===== config.mk =====
export PLATFORM = sky130hd
export DESIGN_NAME = seq_detect_param
export DESIGN_NICKNAME = d
export VERILOG_FILES = /design/src/rtl/seq_detect_param.sv
export SDC_FILE = /design/constraint.sdc
export NUM_CORES = 1
export LEC_CHECK = 0
export ABC_AREA = 1
export CORE_MARGIN = 2
export CORE_UTILIZATION = 52
export CTS_BUF_LIST = sky130_fd_sc_hd__clkbuf_8 sky130_fd_sc_hd__clkbuf_16
export CTS_CLUSTER_DIAMETER = 80
export DETAILED_ROUTE_END_ITERATION = 8
export PLACE_DENSITY_LB_ADDON = 0.08
export SYNTH_ARGS = -nofsm -noshare
export SYNTH_HDL_FRONTEND = slang
export SYNTH_SLANG_ARGS = --single-unit

===== constraint.sdc =====
create_clock -name i_clk -period 3.05 [get_ports i_clk]
set_input_delay 0.4575 -clock i_clk [delete_from_list [all_inputs] [get_ports i_clk]]
set_output_delay 0.4575 -clock i_clk [all_outputs]
set_load 0.005 [all_outputs]

===== src/rtl/seq_detect_param.sv =====
// seq_detect_param: parametrised Moore serial pattern detector.
// Tracks the longest matched pattern prefix, raises o_y while the full pattern
// is matched and tallies matches in a saturating counter.
// Optional feature: define PAT_LOAD_EN to make the pattern runtime-loadable
// through i_pat_ld / i_pat_in; otherwise the constant PATTERN is used.
module seq_detect_param #(
    parameter int unsigned      PAT_W   = 4,
    parameter logic [PAT_W-1:0] PATTERN = 4'b1010,
    parameter bit               OVERLAP = 1'b1,
    parameter int unsigned      CNT_W   = 8
) (
    input  logic             i_clk,
    input  logic             i_rst_n,
    input  logic             i_a,
    input  logic             i_en,
    input  logic             i_clr,
    input  logic             i_pat_ld,
    input  logic [PAT_W-1:0] i_pat_in,
    output logic             o_y,
    output logic [CNT_W-1:0] o_match_cnt
);

    localparam int          P    = int'(PAT_W);
    localparam int unsigned ST_W = $clog2(PAT_W + 1);

    logic [PAT_W-1:0] w_pat;
    logic             w_load;
    logic [ST_W-1:0]  w_st_nxt;
    logic             w_hit;

    logic [ST_W-1:0]  r_st;
    logic             r_y;
    logic [CNT_W-1:0] r_cnt;

`ifdef PAT_LOAD_EN
    logic [PAT_W-1:0] r_pat;

    // Active pattern register, reloaded on i_pat_ld
    always_ff @(posedge i_clk or negedge i_rst_n) begin
        if (!i_rst_n) begin
            r_pat <= PATTERN;
        end else if (i_pat_ld) begin
            r_pat <= i_pat_in;
        end
    end

    assign w_pat  = r_pat;
    assign w_load = i_pat_ld;
`else
    logic w_unused_pat;

    assign w_pat        = PATTERN;
    assign w_load       = 1'b0;
    assign w_unused_pat = ^{i_pat_ld, i_pat_in};
`endif

    // Next state: longest pattern prefix that is a suffix of (matched prefix, i_a).
    // Bit index f counted first-received-first maps to w_pat[PAT_W-1-f].
    always_comb begin
        int   k;
        int   best;
        int   idx;
        logic ok;
        k    = int'(r_st);
        best = 0;
        idx  = 0;
        ok   = 1'b0;
        // Without overlap a completed match restarts from an empty history
        if (k == P && !OVERLAP) begin
            k = 0;
        end
        if (k <= P) begin
            for (int j = 1; j <= P; j++) begin
                // Candidate length j: last bit must be i_a, earlier j-1 bits come
                // from the tail of the matched prefix
                ok = (j <= k + 1) && (i_a == w_pat[P-j]);
                for (int m = 0; m < P - 1; m++) begin
                    if (m < j - 1) begin
                        idx = k + 1 - j + m;
                        if (idx >= 0 && idx < P) begin
                            ok = ok && (w_pat[P-1-idx] == w_pat[P-1-m]);
                        end else begin
                            ok = 1'b0;
                        end
                    end
                end
                if (ok) begin
                    best = j;
                end
            end
        end
        // Encodings above PAT_W fall through with best = 0
        w_st_nxt = ST_W'(best);
    end

    assign w_hit = (w_st_nxt == ST_W'(PAT_W));

    // Prefix-length state and registered Moore flag
    always_ff @(posedge i_clk or negedge i_rst_n) begin
        if (!i_rst_n) begin
            r_st <= '0;
            r_y  <= 1'b0;
        end else if (w_load) begin
            r_st <= '0;
            r_y  <= 1'b0;
        end else if (i_en) begin
            r_st <= w_st_nxt;
            r_y  <= w_hit;
        end
    end

    // Saturating match counter; clear wins over increment
    always_ff @(posedge i_clk or negedge i_rst_n) begin
        if (!i_rst_n) begin
            r_cnt <= '0;
        end else if (i_clr) begin
            r_cnt <= '0;
        end else if (i_en && !w_load && w_hit && (r_cnt != {CNT_W{1'b1}})) begin
            r_cnt <= r_cnt + CNT_W'(1);
        end
    end

    assign o_y         = r_y;
    assign o_match_cnt = r_cnt;

endmodule


==> results of run 1 <==
sequential cells by signal (all words and copies together), names as in the netlist:
name         flops
r_st             3
o_match_cnt      8
o_y              1
synthesized netlist by cell type:
master,instances
inv_2,1
a21boi_0,1
nand3_1,15
nand2_1,34
buf_2,1
nand3_4,1
dfrtp_1,12
nor2_4,3
nand2_4,1
nand4_1,9
inv_1,22
o21ai_0,4
nor2_1,7
nand2_2,5
nand4_4,1
nor3_1,1
xor2_1,5
ha_1,15
nand3_2,2
o22ai_1,1
nor2_8,1
area by class of cell:
| class | count | area (µm²) |
|---|---|---|
| fill | 162 | 666 |
| inverter | 23 | 86.3 |
| sequential | 12 | 300 |
| timing repair buffer | 13 | 130 |
| tap | 27 | 33.8 |
| multi-input combinational | 106 | 711 |
| clock buffer | 4 | 55.1 |
layer usage:
layer | track usage | vias to the layer above | part of all wire
li1 | - | 489 | -
met1 | 0.268 | 435 | 0.48
met2 | 0.318 | 14 | 0.46
met3 | 0.0667 | 3 | 0.051
met4 | 0.0556 | 0 | 0.010
met5 | 0 | - | 0
how the worst max path moves through the flow:
stage	from	endpoint	slack, ns	cells after the start
finish	r_st[0]	o_match_cnt[7]	0.61	15
global route	r_st[0]	r_st[1]	0.40	12
CTS	r_st[0]	o_match_cnt[7]	0.60	15
detailed placement	r_st[0]	o_match_cnt[7]	0.62	15
global placement	r_st[0]	o_match_cnt[1]	0.67	15
floorplan	r_st[0]	o_match_cnt[6]	0.88	15
worst register-to-register path, delay by kind of cell, from the launching register on:
family,cells,cell delay [ns]
adders and majority gates,3,0.75
DFF,1,0.45
and+or+nand+nor,11,1.10
buffers and inverters,1,0.08
power groups by stage:
stage,logic (mW),clock network (mW),registers [mW]
final,0.0900,0.185,0.168
after detailed placement,0.0888,0,0.171
after floorplan,0.0666,0,0.170
after global placement,0.0864,0,0.171
after global routing,0.105,0.192,0.169
after CTS,0.0898,0.188,0.168
logic make-up after synthesis:
logic type	Yosys count
buffers and inverters	24
AO/OA/AOI/OAI	6
flip-flops	12
XOR/XNOR	5
adder cells (fa/ha/maj)	15
AND/OR/NAND/NOR	80
per-stage QoR:
step / utilization / cells / cell area (µm²) / total power [mW]
after global placement: 0.636 / 181 / 1260 / 0.258
after global routing: 0.664 / 185 / 1320 / 0.466
after CTS: 0.664 / 185 / 1320 / 0.446
final: 0.664 / 185 / 1320 / 0.443
after floorplan: - / 142 / 1100 / 0.236
after detailed placement: 0.636 / 181 / 1260 / 0.260
==> out/metrics.yaml, run 1 <==
worst_hold_path:
  hp-start: "o_y"
  hold_path.class: "flop to flop"
  hold_depth: 2
  holdPathEnd: "o_y"
pwr:
  powerDensity_nw_per_um2: 337
  leakage_nw: 0.702
  power_frac_comb: 0.203
  power.net_switching_uw: 133
  intPower_uw: 311
  p_seq_frac: 0.380
  clockPowerShare: 0.417
  p_sw_frac: 0.299
  ir_drop_mv: 0.341
setup_path:
  crit_path_frequent_cell: "nand2_1"
  worst-path-buf-inv: 1
  worstPathRequired_ns: 3.24
  reg2reg_from: "r_st[0]"
  endpoint_kind: "flop"
  worstSetupPathType: "flop to flop"
  critPathTopFamily: "simple AND/OR/NAND/NOR gates"
  slowest_stage: "dfrtp_1"
  slowest_delay_ns: 0.45
  cp_max_fo: 8
  r2r_end: "o_match_cnt[7]"
  start_kind: "flop"
  r2r_slack_ns: 0.61
  cp_cell_sequence: "ha_1 > inv_1 > nand2_1 > nand2_1 > ha_1 > nand2_1 > ha_1 > nand2_1 > nor2_4 > nand2_2 > nor2_4 > nand2_4 > nor2_8 > nand4_1 > nand2_1"
  cp.arrival_ns: 2.63
  r2r_cells: 15
finish:
  mostFrequentLayoutCells: "nand2_1, inv_1, nand3_1, ha_1, clkdlybuf4s50_1"
  diodes: 0
  final_common_cell: "nand2_1"
  syn_to_final_growth_pct: 19.4
  drive_gt1_frac: 0.120
  finalNetCount: 184
cts:
  cts_hold_buf: 0
  clock_latency_ns: 0.25
  cts_buffers: 3
  cts_root_buf: "clkbuf_8"
  cts_tree: "yes"
  ctsResizeCount: 0
  htree_levels: 1
  cts_sinks: 12
  cts.path.max_buffers: 2
  clk_pin_slew_worst_paths_ns: 0.06
  postCtsSetupRepairBufs: 0
synth:
  yosys.area.top_type: "dfrtp_1"
  yosysUniqueCellTypes: 21
  synth_fp_nets: 167
  yosys-top-cells-area: "dfrtp_1, ha_1, nand2_1, inv_1, nand3_1"
  synth_area_um2: 1100
  synthXorXnorAreaFrac: 0.0397
  synth_fa_ha_area_frac: 0.170
  ys_ff_latch: 12
  synth_top_family_by_area: "simple AND/OR/NAND/NOR gates"
  synthMuxAreaShare: 0
  avgSynthCellArea_um2: 7.76
  ys_seq_area_frac: 0.272
  yosysWarningCount: 0
  syn-instance-count: 142
  synthSimpleGateAreaFrac: 0.404
  yosysTopAreaCellShare: 0.272
  synth_compound_area_frac: 0.0306
sta:
  hold_violations: 0
  tns_ns: 0
  layout_min_cycle_time_ns: 2.44
  drv_slew: 0
  tightest_slew_ns: 0.575
  fmax_mhz: 411
  setup_ws_ns: 0.615
  min_period_over_period: 0.798
  hold_slack_ns: 0.505
  setup_viol: 0
  clock_skew_ns: 0.00348
  rsz0062_at_grt: "no"
  relSlewSlack: 0.615
die:
  std_cell_rows: 16
  die_h_um: 50.0
  die-width_um: 50.0
  start_util: 0.556
  coreArea_um2: 1980
  ios: 19
  die_area_um2: 2500
grt:
  grt_first_pass_wirelength_um: 3840
  grt_pass1_vias: 901
  grt_use_total: 0.204
  grt-ovfl-total: 0
  grt_max_degree: 17
  antenna_found_initial: 0
route:
  wl_per_cell_um: 11.9
  wirelength_um: 2200
  drt_iter0_markers: 20
  vias: 941
  dr.pass1.iters: 5
  postRouteAntennaNets: 0
  drc: 0
  routed_via_density: 5.09
placement:
  finalWeightedCongestion: 0.841
  pre_cts_ws_ns: 0.623
  hpwl_um: 1650
  port-buffer-count: 13
run:
  drv_cap: 0
status:
  status: "finished clean"
No activity file was read; power rests on OpenSTA's default activity.
==> inputs of run 2 (changes only) <==
- clock period: 3.05 -> 2.44 ns (I/O delays scaled with it)
==> run 2 against run 1 <==
Flip-flop and latch count unchanged. Critical path depth stayed put. Combinational power grew 54%. Fmax is 7.9% higher. Via count increased by 7.9%. Clock power grew 17%. Count of clock-buffer cells in the layout unchanged. Hold slack worse by 0.014 ns. Register-to-register slack worse by 0.43 ns. Critical path type unchanged.
==> out/metrics.yaml, run 2 (synthesis results as in run 1) <==
sta:
  hold_violations: 0  # unchanged
  layout_min_cycle_time_ns: 2.26  # -0.179 ns
  clock_skew_ns: 0.00193  # -0.00155 ns
  tightest_slew_ns: 0.571  # -0.00460 ns
  relSlewSlack: 0.618  # +0.00308
  tns_ns: 0  # unchanged
  min_period_over_period: 0.925  # +0.126
  setup_viol: 0  # unchanged
  fmax_mhz: 443  # +7.9%
  drv_slew: 0  # unchanged
  rsz0062_at_grt: "no"
placement:
  placed_cells: 184  # +1.7%
  finalWeightedCongestion: 0.826  # -1.9%
  hpwl_um: 1680  # +1.6%
  port-buffer-count: 13  # unchanged
setup_path:
  slowest_delay_ns: 0.41  # -0.04 ns
  r2r_slack_ns: 0.18  # -0.43 ns
  slowest_stage: "dfrtp_1"
  cp_max_fo: 8  # unchanged
  crit_cells: 15  # unchanged
  start_kind: "flop"
  worstSetupPathType: "flop to flop"
  cp_cell_sequence: "ha_2 > inv_2 > nand2_2 > nand2_4 > ha_4 > nand2_1 > ha_1 > nand2_2 > nor2_4 > nand2_2 > nor2_4 > nand2_4 > nor2_8 > nand4_1 > nand2_1"
  crit_path_frequent_cell: "nand2_2"
  crit_end: "o_match_cnt[4]"
  r2r_end: "o_match_cnt[4]"
  r2r_cells: 15  # unchanged
  endpoint_kind: "flop"
  worstPathRequired_ns: 2.62  # -0.62 ns
  worst-path-buf-inv: 1  # unchanged
  cp.arrival_ns: 2.44  # -0.19 ns
  reg2reg_from: "r_st[0]"
  crit_start: "r_st[0]"
  critPathTopFamily: "simple AND/OR/NAND/NOR gates"
pwr:
  leakage_nw: 0.731  # +4.2%
  powerDensity_nw_per_um2: 398  # +18%
  ir_drop_mv: 0.470  # +38%
route:
  wl_per_cell_um: 11.9  # +0.16%
  dr.pass1.iters: 4  # -1
  drt_iter0_markers: 18  # -10%
  vias: 1015  # +7.9%
  postRouteAntennaNets: 0  # unchanged
  routed_via_density: 5.31  # +4.5%
  wirelength_um: 2280  # +3.4%
  drc: 0  # unchanged
die:
  die_h_um: 50.0  # unchanged
  die-width_um: 50.0  # unchanged
  ios: 19  # unchanged
  coreArea_um2: 1980  # unchanged
  std_cell_rows: 16  # unchanged
  start_util: 0.556  # unchanged
  die_area_um2: 2500  # unchanged
finish:
  fin_cells: 191  # +3.2%
  syn_to_final_growth_pct: 28.0
  final_common_cell: "nand2_1"
  finalNetCount: 190  # +3.3%
  diodes: 0  # unchanged
  mostFrequentLayoutCells: "nand2_1, inv_1, nand3_1"
  drive_gt1_frac: 0.213  # +0.0932
  largest_reg_flops: 8  # unchanged
cts:
  clk_pin_slew_worst_paths_ns: 0.05  # about the same
  clock_latency_ns: 0.24  # about the same
  cts_sinks: 12  # unchanged
  cts_buffers: 3  # unchanged
  cts_root_buf: "clkbuf_8"
  cts_tree: "yes"
  cts_hold_buf: 0  # unchanged
  cts.path.max_buffers: 2  # unchanged
  htree_levels: 1  # unchanged
run:
  drv_cap: 0  # unchanged
status:
  status: "finished clean"
grt:
  antenna_found_initial: 0  # unchanged
  grt_util_met1: 0.276  # +0.00844
  grt_max_degree: 17  # unchanged
  met3_usage: 0.0606  # -0.00606
  grt-ovfl-total: 0  # unchanged
  grt_use_total: 0.210  # +0.00673
  met2_usage: 0.338  # +0.0197
  grt_busiest_layer: "met2"
  grt_pass1_vias: 949  # +5.3%
  grt_first_pass_wirelength_um: 4110  # +7.0%
worst_hold_path:
  hold_path.class: "primary input to async pin"
-- run 2: changes by cell type in the layout (fill, tap and decap cells not counted), sizes merged --
| cell | change |
|---|---|
| buf | +6 |
-- run 2: layer usage --
metal  part of all wire  wire [µm]
met1               0.47       1070
met2               0.48       1100
met3              0.036         81
met4             0.0092         21
met5                  0          0
-- run 2: through the flow --
| stage | power (mW) | hold slack, ns | instance area (µm²) | utilization | worst slack, ns |
|---|---|---|---|---|---|
| after floorplan | 0.295 | 0.0704 | 1100 | - | 0.273 |
| after global placement | 0.329 | 0.480 | 1280 | 0.648 | 0.115 |
| after detailed placement | 0.332 | 0.485 | 1280 | 0.648 | 0.0395 |
| after CTS | 0.552 | 0.497 | 1340 | 0.676 | 0.0220 |
| after global routing | 0.599 | 0.519 | 1410 | 0.712 | 0.00849 |
| final | 0.562 | 0.491 | 1410 | 0.712 | 0.184 |
-- run 2: how the worst min path moves through the flow --
stage,startpoint,cells after the start,to
2_1_floorplan,i_rst_n,0,o_match_cnt[0]
3_3_place_gp,o_y,2,o_y
3_5_place_dp,o_y,2,o_y
4_1_cts,i_rst_n,1,o_match_cnt[2]
5_1_grt,o_y,2,o_y
6_report,i_rst_n,1,o_match_cnt[7]
-- run 2: repair_timing --
action                     4_1_cts  5_1_grt
resized for setup                0       12
setup endpoints to repair        0        9
setup buffers                    0        3
-- run 2: report_power, final --
part | internal [mW] | total, mW | switching, mW
sequential | 0.203 | 0.208 | 0.00469
clock | 0.143 | 0.216 | 0.0734
combinational | 0.0570 | 0.139 | 0.0817
total | 0.403 | 0.562 | 0.160
-- run 2: worst register-to-register path: cells and delay by family (launching register included) --
family | cells | cell delay [ns]
DFF | 1 | 0.41
adders and majority gates | 3 | 0.65
buffers and inverters | 1 | 0.07
and+or+nand+nor | 11 | 1.07
-- run 2: layout make-up --
type,count,area [µm²]
multi-input combinational,106,761
fill,148,571
sequential,12,300
timing repair buffer,19,175
inverter,23,86.3
clock buffer,4,55.1
tap,27,33.8
==> inputs of run 3 (changes only) <==
- CORE_MARGIN: 2 -> 1.5
- HOLD_SLACK_MARGIN: not set -> 0.15
- REMOVE_ABC_BUFFERS: not set -> 1
==> run 3 against run 2 <==
Sequential share of layout area grew 0.15 points. Non-clock buffer count increased by 1. Die area decreased by 4.0%. Clock power hardly changed. Register-to-register slack about the same. Power down 0.68%. Hold slack worse by 0.0016 ns. Count of clock-buffer cells in the layout did not move. Critical path depth stayed put. Flip-flop and latch count unchanged. Combinational power about the same. Setup slack worse by 0.014 ns. Critical path type unchanged.
==> out/metrics.yaml, run 3 (synthesis results as in run 1) <==
setup_path:
  reg2reg_from: "r_st[1]"
  r2r_slack_ns: 0.17  # about the same
  cp_cell_sequence: "ha_2 > inv_1 > nand2_1 > nand2_2 > ha_4 > nand2_1 > ha_1 > nand2_2 > nor2_4 > nand2_2 > nor2_4 > nand2_4 > nor2_8 > nand4_1 > nand2_1"
  crit_end: "o_match_cnt[6]"
  slowest_stage: "dfrtp_1"
  worstPathRequired_ns: 2.61  # about the same
  cp_max_fo: 8  # unchanged
  crit_start: "r_st[1]"
  r2r_cells: 15  # unchanged
  endpoint_kind: "flop"
  r2r_end: "o_match_cnt[6]"
  slowest_delay_ns: 0.43  # +0.02 ns
  start_kind: "flop"
  cp.arrival_ns: 2.44  # about the same
  worstSetupPathType: "flop to flop"
sta:
  layout_min_cycle_time_ns: 2.27  # +0.0140 ns
  rsz0062_at_grt: "no"
  fmax_mhz: 440  # -0.62%
  relSlewSlack: 0.629  # +0.0108
  clock_skew_ns: 0.00114  # -0.000791 ns
  hold_slack_ns: 0.490  # -0.00159 ns
  hold_violations: 0  # unchanged
  setup_ws_ns: 0.170  # -0.0140 ns
  tightest_slew_ns: 0.554  # -0.0162 ns
  min_period_over_period: 0.931  # +0.00575
  setup_viol: 0  # unchanged
  tns_ns: 0  # unchanged
  drv_slew: 0  # unchanged
route:
  dr.pass1.iters: 3  # -1
  wirelength_um: 2220  # -2.5%
  postRouteAntennaNets: 0  # unchanged
  drc: 0  # unchanged
  wl_per_cell_um: 11.6  # -3.0%
  vias: 973  # -4.1%
  routed_via_density: 5.07  # -4.6%
  drt_iter0_markers: 9  # -9
finish:
  final_common_cell: "nand2_1"
  finish.instance_area_um2: 1410  # -0.27%
  drive_gt1_frac: 0.206  # -0.00735
  diodes: 0  # unchanged
  seqCellArea_um2: 302  # +0.42%
  finalNetCount: 191  # +0.53%
  syn_to_final_growth_pct: 27.7
  fillerInstances: 156  # +5.4%
  multi_input_area_um2: 748  # -1.6%
  mostFrequentLayoutCells: "nand2_1, inv_1, nand3_1"
  largest_reg_flops: 8  # unchanged
grt:
  grt_first_pass_wirelength_um: 4110  # unchanged
  grt-ovfl-total: 0  # unchanged
  antenna_found_initial: 0  # unchanged
  grt_use_total: 0.210  # -0.000380
  grt_max_degree: 17  # unchanged
  grt_pass1_vias: 954  # +0.53%
cts:
  clk_pin_slew_worst_paths_ns: 0.05  # about the same
  cts.path.max_buffers: 2  # unchanged
  cts_root_buf: "clkbuf_8"
  cts_hold_buf: 0  # unchanged
  cts_sinks: 12  # unchanged
  clock_latency_ns: 0.23  # about the same
  cts_buffers: 3  # unchanged
  cts_tree: "yes"
  htree_levels: 1  # unchanged
placement:
  finalWeightedCongestion: 0.847  # +2.6%
  hpwl_um: 1720  # +2.3%
  port-buffer-count: 13  # unchanged
  postPlaceCellArea_um2: 1280  # unchanged
  pre_cts_ws_ns: 0.0400  # +0.000496 ns
pwr:
  ir_drop_mv: 0.428  # -9.0%
  p_total_uw: 558  # -0.68%
  powerDensity_nw_per_um2: 397  # -0.42%
  leakage_nw: 0.734  # +0.37%
status:
  status: "finished clean"
die:
  die_h_um: 49.0  # -2.0%
  coreArea_um2: 1980  # unchanged
  start_util: 0.556  # unchanged
  ios: 19  # unchanged
  die-width_um: 49.0  # -2.0%
  die_area_um2: 2400  # -4.0%
  std_cell_rows: 16  # unchanged
run:
  drv_cap: 0  # unchanged
worst_hold_path:
  hold_path.class: "primary input to async pin"
## run 3: final cells by class
cell class | count | area share
Clock buffer | 4 | 0.0391
Tap cell | 27 | 0.0240
Inverter | 23 | 0.0613
Sequential cell | 12 | 0.214
Timing Repair Buffer | 20 | 0.130
Multi-Input combinational cell | 106 | 0.532
## run 3: worst min path at each step
| stage | slack (ns) | end | start | cells after the start |
|---|---|---|---|---|
| 2_1_floorplan | 0.07 | o_match_cnt[0] | i_rst_n | 0 |
| 3_3_place_gp | 0.47 | o_y | o_y | 2 |
| 3_5_place_dp | 0.48 | o_y | o_y | 2 |
| 4_1_cts | 0.50 | o_y | o_y | 2 |
| 5_1_grt | 0.53 | o_y | o_y | 2 |
| 6_report | 0.49 | o_match_cnt[2] | i_rst_n | 1 |
## run 3: timing repair
action | CTS | global route
endpoints found under the hold margin | 0 | 0
buffers inserted | 0 | 4
endpoints found under the setup margin | 0 | 9
gates resized for setup | 0 | 10
## run 3: power by group
group / internal, mW / switching [mW]
sequential: 0.203 / 0.00440
clock: 0.142 / 0.0719
combinational: 0.0565 / 0.0804
total: 0.402 / 0.157
## run 3: metrics by stage
| stage | util | instances |
|---|---|---|
| 3_3_place_gp | 0.648 | 184 |
| 2_1_floorplan | - | 141 |
| 3_5_place_dp | 0.648 | 184 |
| 5_1_grt | 0.710 | 192 |
| 4_1_cts | 0.676 | 188 |
| 6_report | 0.710 | 192 |
## run 3: routing by layer
layer / global-route usage / vias to the layer above / part of all wire
li1: - / 507 / -
met1: 0.248 / 457 / 0.46
met2: 0.422 / 9 / 0.52
met3: 0.0184 / 0 / 0.018
met4: 0.0143 / 0 / 0
met5: 0 / - / 0
## run 3: critical path, delay by kind of cell (launching register included)
family,cells,cell delay (ns)
adder cells (fa/ha/maj),3,0.64
buffers and inverters,1,0.07
flip-flops,1,0.43
AND/OR/NAND/NOR,11,1.05
